===== config.mk =====
export PLATFORM = sky130hd
export DESIGN_NAME = score_seg7_display
export DESIGN_NICKNAME = d
export VERILOG_FILES = /design/src/rtl/score_seg7_display.sv
export SDC_FILE = /design/constraint.sdc
export NUM_CORES = 1
export LEC_CHECK = 0
export ABC_AREA = 1
export CORE_MARGIN = 4
export CORE_UTILIZATION = 62
export CTS_CLUSTER_SIZE = 16
export DETAILED_ROUTE_END_ITERATION = 6
export GPL_TIMING_DRIVEN = 1
export PLACE_DENSITY = 0.85
export SYNTH_ARGS = -nofsm -noshare
export SYNTH_HDL_FRONTEND = slang
export SYNTH_SLANG_ARGS = --single-unit

===== constraint.sdc =====
create_clock -name clock -period 4.6 [get_ports clock]
set_input_delay 0.92 -clock clock [delete_from_list [all_inputs] [get_ports clock]]
set_output_delay 0.92 -clock clock [all_outputs]
set_load 0.1 [all_outputs]

===== src/rtl/score_seg7_display.sv =====
// Binary-to-BCD converter and 4-digit multiplexed 7-segment driver.
// Ports: clock, reset_n, count[9:0] in; bcd, conv_done, busy, an, seg, dp out.
module score_seg7_display #(
  parameter int SCAN_DIV = 50000,
  parameter int SCAN_W   = 16
) (
  input  logic        clock,
  input  logic        reset_n,
  input  logic [9:0]  count,
  output logic [15:0] bcd,
  output logic        conv_done,
  output logic        busy,
  output logic [3:0]  an,
  output logic [6:0]  seg,
  output logic        dp
);

  typedef enum logic [1:0] {
    IDLE,
    SHIFT,
    DONE
  } state_t;

  state_t      state, state_nxt;
  logic [9:0]  last_count, last_nxt;
  logic [25:0] sh, sh_nxt, sh_adj, sh_step;
  logic [3:0]  iter, iter_nxt;
  logic [15:0] bcd_nxt;
  logic        done_nxt;

  // One double-dabble iteration: correct nibbles >= 5, then shift.
  always_comb begin
    sh_adj = sh;
    for (int i = 0; i < 4; i++) begin
      if (sh[10+4*i +: 4] >= 4'd5)
        sh_adj[10+4*i +: 4] = sh[10+4*i +: 4] + 4'd3;
    end
    sh_step = {sh_adj[24:0], 1'b0};
  end

  always_comb begin
    state_nxt = state;
    last_nxt  = last_count;
    sh_nxt    = sh;
    iter_nxt  = iter;
    bcd_nxt   = bcd;
    done_nxt  = 1'b0;
    case (state)
      IDLE: begin
        if (count != last_count) begin
          sh_nxt    = {16'b0, count};
          last_nxt  = count;
          iter_nxt  = 4'd0;
          state_nxt = SHIFT;
        end
      end
      SHIFT: begin
        sh_nxt = sh_step;
        if (iter == 4'd9)
          state_nxt = DONE;
        else
          iter_nxt = iter + 4'd1;
      end
      DONE: begin
        bcd_nxt   = sh[25:10];
        done_nxt  = 1'b1;
        state_nxt = IDLE;
      end
      default: state_nxt = IDLE;
    endcase
  end

  always_ff @(posedge clock or negedge reset_n) begin
    if (!reset_n) begin
      state      <= IDLE;
      last_count <= '0;
      sh         <= '0;
      iter       <= '0;
      bcd        <= '0;
      conv_done  <= 1'b0;
    end else begin
      state      <= state_nxt;
      last_count <= last_nxt;
      sh         <= sh_nxt;
      iter       <= iter_nxt;
      bcd        <= bcd_nxt;
      conv_done  <= done_nxt;
    end
  end

  assign busy = (state != IDLE);
  assign dp   = 1'b1;

  logic [SCAN_W-1:0] scan_cnt;
  logic [1:0]        digit;
  logic [3:0]        nib;
  logic              blank;
  logic [6:0]        seg_nxt;
  logic [3:0]        an_nxt;

  always_ff @(posedge clock or negedge reset_n) begin
    if (!reset_n) begin
      scan_cnt <= '0;
      digit    <= 2'd0;
    end else if (scan_cnt == SCAN_W'(SCAN_DIV - 1)) begin
      scan_cnt <= '0;
      digit    <= digit + 2'd1;
    end else begin
      scan_cnt <= scan_cnt + 1'b1;
    end
  end

  // Leading-zero blanking: a digit is dark when it and all above are 0.
  always_comb begin
    nib   = bcd[3:0];
    blank = 1'b0;
    case (digit)
      2'd0: nib = bcd[3:0];
      2'd1: begin
        nib   = bcd[7:4];
        blank = (bcd[15:4] == 12'd0);
      end
      2'd2: begin
        nib   = bcd[11:8];
        blank = (bcd[15:8] == 8'd0);
      end
      2'd3: begin
        nib   = bcd[15:12];
        blank = (bcd[15:12] == 4'd0);
      end
      default: nib = bcd[3:0];
    endcase
  end

  always_comb begin
    seg_nxt = 7'h7F;
    if (!blank) begin
      case (nib)
        4'd0:    seg_nxt = 7'b1000000;
        4'd1:    seg_nxt = 7'b1111001;
        4'd2:    seg_nxt = 7'b0100100;
        4'd3:    seg_nxt = 7'b0110000;
        4'd4:    seg_nxt = 7'b0011001;
        4'd5:    seg_nxt = 7'b0010010;
        4'd6:    seg_nxt = 7'b0000010;
        4'd7:    seg_nxt = 7'b1111000;
        4'd8:    seg_nxt = 7'b0000000;
        4'd9:    seg_nxt = 7'b0010000;
        default: seg_nxt = 7'h7F;
      endcase
    end
    an_nxt = ~(4'b0001 << digit);
  end

  always_ff @(posedge clock or negedge reset_n) begin
    if (!reset_n) begin
      an  <= 4'b1111;
      seg <= 7'h7F;
    end else begin
      an  <= an_nxt;
      seg <= seg_nxt;
    end
  end

endmodule

==> metrics.txt <==
# TYPE chip_impl_metric gauge
chip_impl_metric{name="synthesized_area_fraction_occupied_by_ao_oa_aoi_and_oai_cells",unit="%"} 8.29
chip_impl_metric{name="max-clock-path-buffers",unit=""} 2
chip_impl_metric{name="detailedRoute.firstPassIterationCount",unit=""} 4
chip_impl_metric{name="period_minus_slack",unit="ns"} 3.13
chip_impl_metric{name="asyncSetResetFlopFracSynth",unit="%"} 100
chip_impl_metric{name="timing.final.max_slew_violations",unit=""} 0
chip_impl_metric{name="cts.htree.levels",unit=""} 3
chip_impl_metric{name="die_area",unit="um^2"} 8950
chip_impl_metric{name="worst-endpoint-required",unit="ns"} 3.68
chip_impl_metric{name="setup_viol_count_final",unit=""} 0
chip_impl_metric{name="place_worst_setup_slack",unit="ns"} 1.74
chip_impl_metric{name="synth_top_area_share",unit="%"} 41.4
chip_impl_metric{name="max_slew_margin",unit="%"} 28.3
chip_impl_metric{name="synth.mux.area_fraction",unit="%"} 0
chip_impl_metric{name="initial_utilization",unit="%"} 64.1
chip_impl_metric{name="fraction_of_the_yosys_area_taken_by_sequential_cells",unit="%"} 47.7
chip_impl_metric{name="hold_buffers",unit=""} 0
chip_impl_metric{name="hpwlAfterDp",unit="mm"} 6.40
chip_impl_metric{name="via_count_of_the_first_global_routing_pass",unit=""} 3582
chip_impl_metric{name="fp.dieH",unit="um"} 94.6
chip_impl_metric{name="drc",unit=""} 0
chip_impl_metric{name="avgViaCountPerCell",unit=""} 5.17
chip_impl_metric{name="critical_path.n_buffers_inverters",unit=""} 2
chip_impl_metric{name="remaining_overflow_grt",unit=""} 0
chip_impl_info{name="worstReg2RegEnd",value="seg[3]$_DFF_PN1_"} 1
chip_impl_metric{name="first_pass_grt_wire_length",unit="mm"} 15.6
chip_impl_metric{name="worst_tran_pin_value",unit="ns"} 1.08
chip_impl_metric{name="wl",unit="mm"} 8.87
chip_impl_metric{name="initial_antenna_violation_count",unit=""} 0
chip_impl_metric{name="synthCells",unit=""} 563
chip_impl_metric{name="max_freq",unit="MHz"} 319
chip_impl_info{name="synth_area_leaders",value="dfrtp_1 (41%), nand2_1 (13%), dfstp_2 (6.2%)"} 1
chip_impl_info{name="worstHoldPathType",value="reg2reg"} 1
chip_impl_metric{name="met1_length",unit="mm"} 3.90
chip_impl_metric{name="drive_above_1_share",unit="%"} 10.6
chip_impl_metric{name="clk_pin_slew_worst_paths",unit="ns"} 0.08
chip_impl_metric{name="die_w",unit="um"} 94.6
chip_impl_metric{name="ioPinCount",unit=""} 42
chip_impl_metric{name="max_cap_violations",unit=""} 0
chip_impl_metric{name="synth_xor_xnor_area_share",unit="%"} 3.77
chip_impl_metric{name="number_of_distinct_library_cell_variants_in_the_gate_level_netlist_after_synthesis",unit=""} 35
chip_impl_metric{name="cts_setup_buffers",unit=""} 0
chip_impl_metric{name="min_period_over_period",unit="%"} 68.1
chip_impl_metric{name="first_iter_violations",unit=""} 205
chip_impl_metric{name="number_of_nets_produced_by_synthesis",unit=""} 594
chip_impl_metric{name="placed_cells_incl_taps",unit=""} 688
chip_impl_metric{name="post_synth_and_or_nand_nor_area_fraction",unit="%"} 26.5
chip_impl_info{name="post-synth-top-count-cell",value="nand2_1"} 1
chip_impl_metric{name="crit_path_max_fanout",unit=""} 4
chip_impl_metric{name="worst-path-stages",unit=""} 3
chip_impl_metric{name="cts_inserted_buffers",unit=""} 9
chip_impl_metric{name="grt_max_degree",unit=""} 89
chip_impl_metric{name="antenna_violating_nets_remaining",unit=""} 0
chip_impl_metric{name="row_count",unit=""} 31
chip_impl_metric{name="worst_ep_arrival_time",unit="ns"} 2.21
chip_impl_info{name="timing.critical_path.from",value="state[0]$_DFFE_PN0P_"} 1
chip_impl_metric{name="fin_skew",unit="ns"} 0.00967
chip_impl_metric{name="routedWlPerCell",unit="um"} 12.6
chip_impl_info{name="end_point_of_the_critical_path",value="busy"} 1
chip_impl_metric{name="core",unit="um^2"} 7250
chip_impl_metric{name="synth-edff-count",unit=""} 0
chip_impl_metric{name="met3_wl_post_dr",unit="um"} 389
chip_impl_metric{name="n_antenna_cell",unit=""} 0
chip_impl_info{name="critPathLaunchType",value="flop"} 1
chip_impl_metric{name="totalPowerFinal",unit="uW"} 3750
chip_impl_metric{name="gpl.final_weighted_congestion",unit=""} 0.885
chip_impl_metric{name="global_route.usage.total",unit="%"} 21.9
chip_impl_metric{name="multiInputGateArea",unit="um^2"} 2030
chip_impl_info{name="ys_dominant_reg_cell",value="dfrtp_1"} 1
chip_impl_info{name="cts_tree",value="yes"} 1
chip_impl_metric{name="timing.reg2reg.worst_path_depth",unit=""} 11
chip_impl_metric{name="timing.hold.worst_path_depth",unit=""} 1
chip_impl_info{name="status",value="complete, no violations"} 1
chip_impl_info{name="worstPathCellList",value="nor2_1 -> inv_1 -> clkdlybuf4s50_1"} 1
chip_impl_info{name="post_synth_most_frequent_cells",value="nand2_1 (160), dfrtp_1 (77), inv_1 (66)"} 1
chip_impl_info{name="critPathTopFamily",value="buffers and inverters"} 1
chip_impl_metric{name="fin_cells",unit=""} 704
chip_impl_metric{name="synthAdderAreaFrac",unit="%"} 5.11
chip_impl_metric{name="cts_num_sinks",unit=""} 88
chip_impl_info{name="combinational_family_with_the_most_area_after_synthesis",value="simple AND/OR/NAND/NOR gates"} 1
chip_impl_metric{name="number_of_nets_in_the_layout",unit=""} 631
chip_impl_info{name="timing.critical_path.to_type",value="output port"} 1
chip_impl_metric{name="finalHoldViolations",unit=""} 0
chip_impl_metric{name="syn_area_per_cell",unit="um^2"} 8.26
chip_impl_metric{name="routed-wl-met2",unit="mm"} 4.44
chip_impl_metric{name="regArea",unit="um^2"} 2220
chip_impl_metric{name="totalNegativeSetupSlack",unit="ns"} 0
chip_impl_metric{name="syn-cell-area",unit="um^2"} 4650
chip_impl_info{name="worst-setup-path-type",value="reg2out"} 1
chip_impl_metric{name="clock_insertion_delay_worst_skew",unit="ns"} 0.35
chip_impl_metric{name="placement.io_buffers",unit=""} 40
chip_impl_metric{name="ctsResizeCount",unit=""} 0
chip_impl_info{name="cell_with_the_largest_stage_delay_on_the_worst_path",value="clkdlybuf4s50_1"} 1
chip_impl_metric{name="synth-warning-count",unit=""} 0
chip_impl_info{name="worst_r2r_startpoint",value="digit[0]$_DFFE_PN0N_"} 1
chip_impl_metric{name="post-route-util",unit="%"} 72.4
chip_impl_metric{name="max-vdd-ir-drop",unit="mV"} 0.381
chip_impl_metric{name="power-per-cell-area",unit="nW/um^2"} 714
chip_impl_info{name="synthDominantAreaCellType",value="dfrtp_1"} 1
chip_impl_metric{name="routed-via-count",unit=""} 3638
chip_impl_metric{name="power_leakage",unit="uW"} 0.00261
chip_impl_metric{name="postSynthRegisterBits",unit=""} 88
chip_impl_metric{name="setup.reg_to_reg.worst_slack",unit="ns"} 2.62
chip_impl_metric{name="area.growth.synth_to_final",unit="%"} 12.9
chip_impl_metric{name="filler_cell_count",unit=""} 554
chip_impl_info{name="root_buffer",value="clkbuf_8"} 1
chip_impl_metric{name="crit_path_max_incr_delay",unit="ns"} 0.98
chip_impl_info{name="topRoutingLayerUsed",value="met4"} 1
chip_impl_info{name="rsz_0062_raised_after_global_routing",value="false"} 1
chip_impl_metric{name="finalWorstSetupSlack",unit="ns"} 1.47
-- registers in the layout, indices dropped and copies added (netlist names) --
register / count
seg: 7
iter: 4
bcd: 16
last_count: 10
state: 2
sh: 26
conv_done: 1
digit: 2
scan_cnt: 16
an: 4
-- power breakdown --
group          switching [uW]  total, uW  leakage (uW)  internal, uW
Clock                     276        526     0.0000916           251
Combinational            1390       1930       0.00144           542
Sequential                231       1290       0.00108          1060
Total                    1900       3750       0.00261          1850
-- per-layer routing --
metal	global-route usage (%)	vias up
met5	0	-
met4	6.61	0
met3	5.18	13
met2	37.0	59
met1	28.1	1712
li1	-	1854
-- cells in the final DEF, fill, tap and decap left out, drive strengths merged, types with 4 or more instances in the layout --
cell / instances
dfrtp: 77
nand2: 165
xnor2: 4
dfstp: 11
nand4: 7
a21oi: 12
clkdlybuf4s50: 39
ha: 19
xor2: 16
clkbuf: 9
nand3: 47
o21ai: 56
nor3: 12
nor2: 38
inv: 73
-- cell type report --
class                           instances  share of cell area [%]
Sequential cell                        88                    42.2
Multi-Input combinational cell        387                    38.7
Timing Repair Buffer                   41                    7.72
Inverter                               73                    5.24
Clock buffer                            9                    2.36
Tap cell                               99                    2.36
Clock inverter                          7                    1.36
-- cell families (layout without fill, tap and decap cells) --
logic type	count (synthesis)	in the layout
and+or+nand+nor	275	275
DFF	88	88
buffers and inverters	88	130
AOI/OAI and AO/OA	72	72
xor gates and xnor gates	20	20
adders and majority gates	19	19
other	1	1
-- how the worst min path moves through the flow --
stage	startpoint	slack, ns	end
floorplan	scan_cnt[0]$_DFF_PN0_	0.43	scan_cnt[0]$_DFF_PN0_
global placement	scan_cnt[0]$_DFF_PN0_	0.45	scan_cnt[0]$_DFF_PN0_
detailed placement	scan_cnt[0]$_DFF_PN0_	0.46	scan_cnt[0]$_DFF_PN0_
CTS	scan_cnt[0]$_DFF_PN0_	0.47	scan_cnt[0]$_DFF_PN0_
global route	scan_cnt[0]$_DFF_PN0_	0.49	scan_cnt[0]$_DFF_PN0_
finish	scan_cnt[0]$_DFF_PN0_	0.47	scan_cnt[0]$_DFF_PN0_
-- metrics by stage --
| stage | cell area [um^2] | hold WS [ns] |
|---|---|---|
| floorplan | 4650 | 0.432 |
| global placement | 5050 | 0.449 |
| detailed placement | 5050 | 0.458 |
| CTS | 5250 | 0.470 |
| global route | 5250 | 0.491 |
| finish | 5250 | 0.466 |
Note: power is estimated with default switching activity, not from simulation.
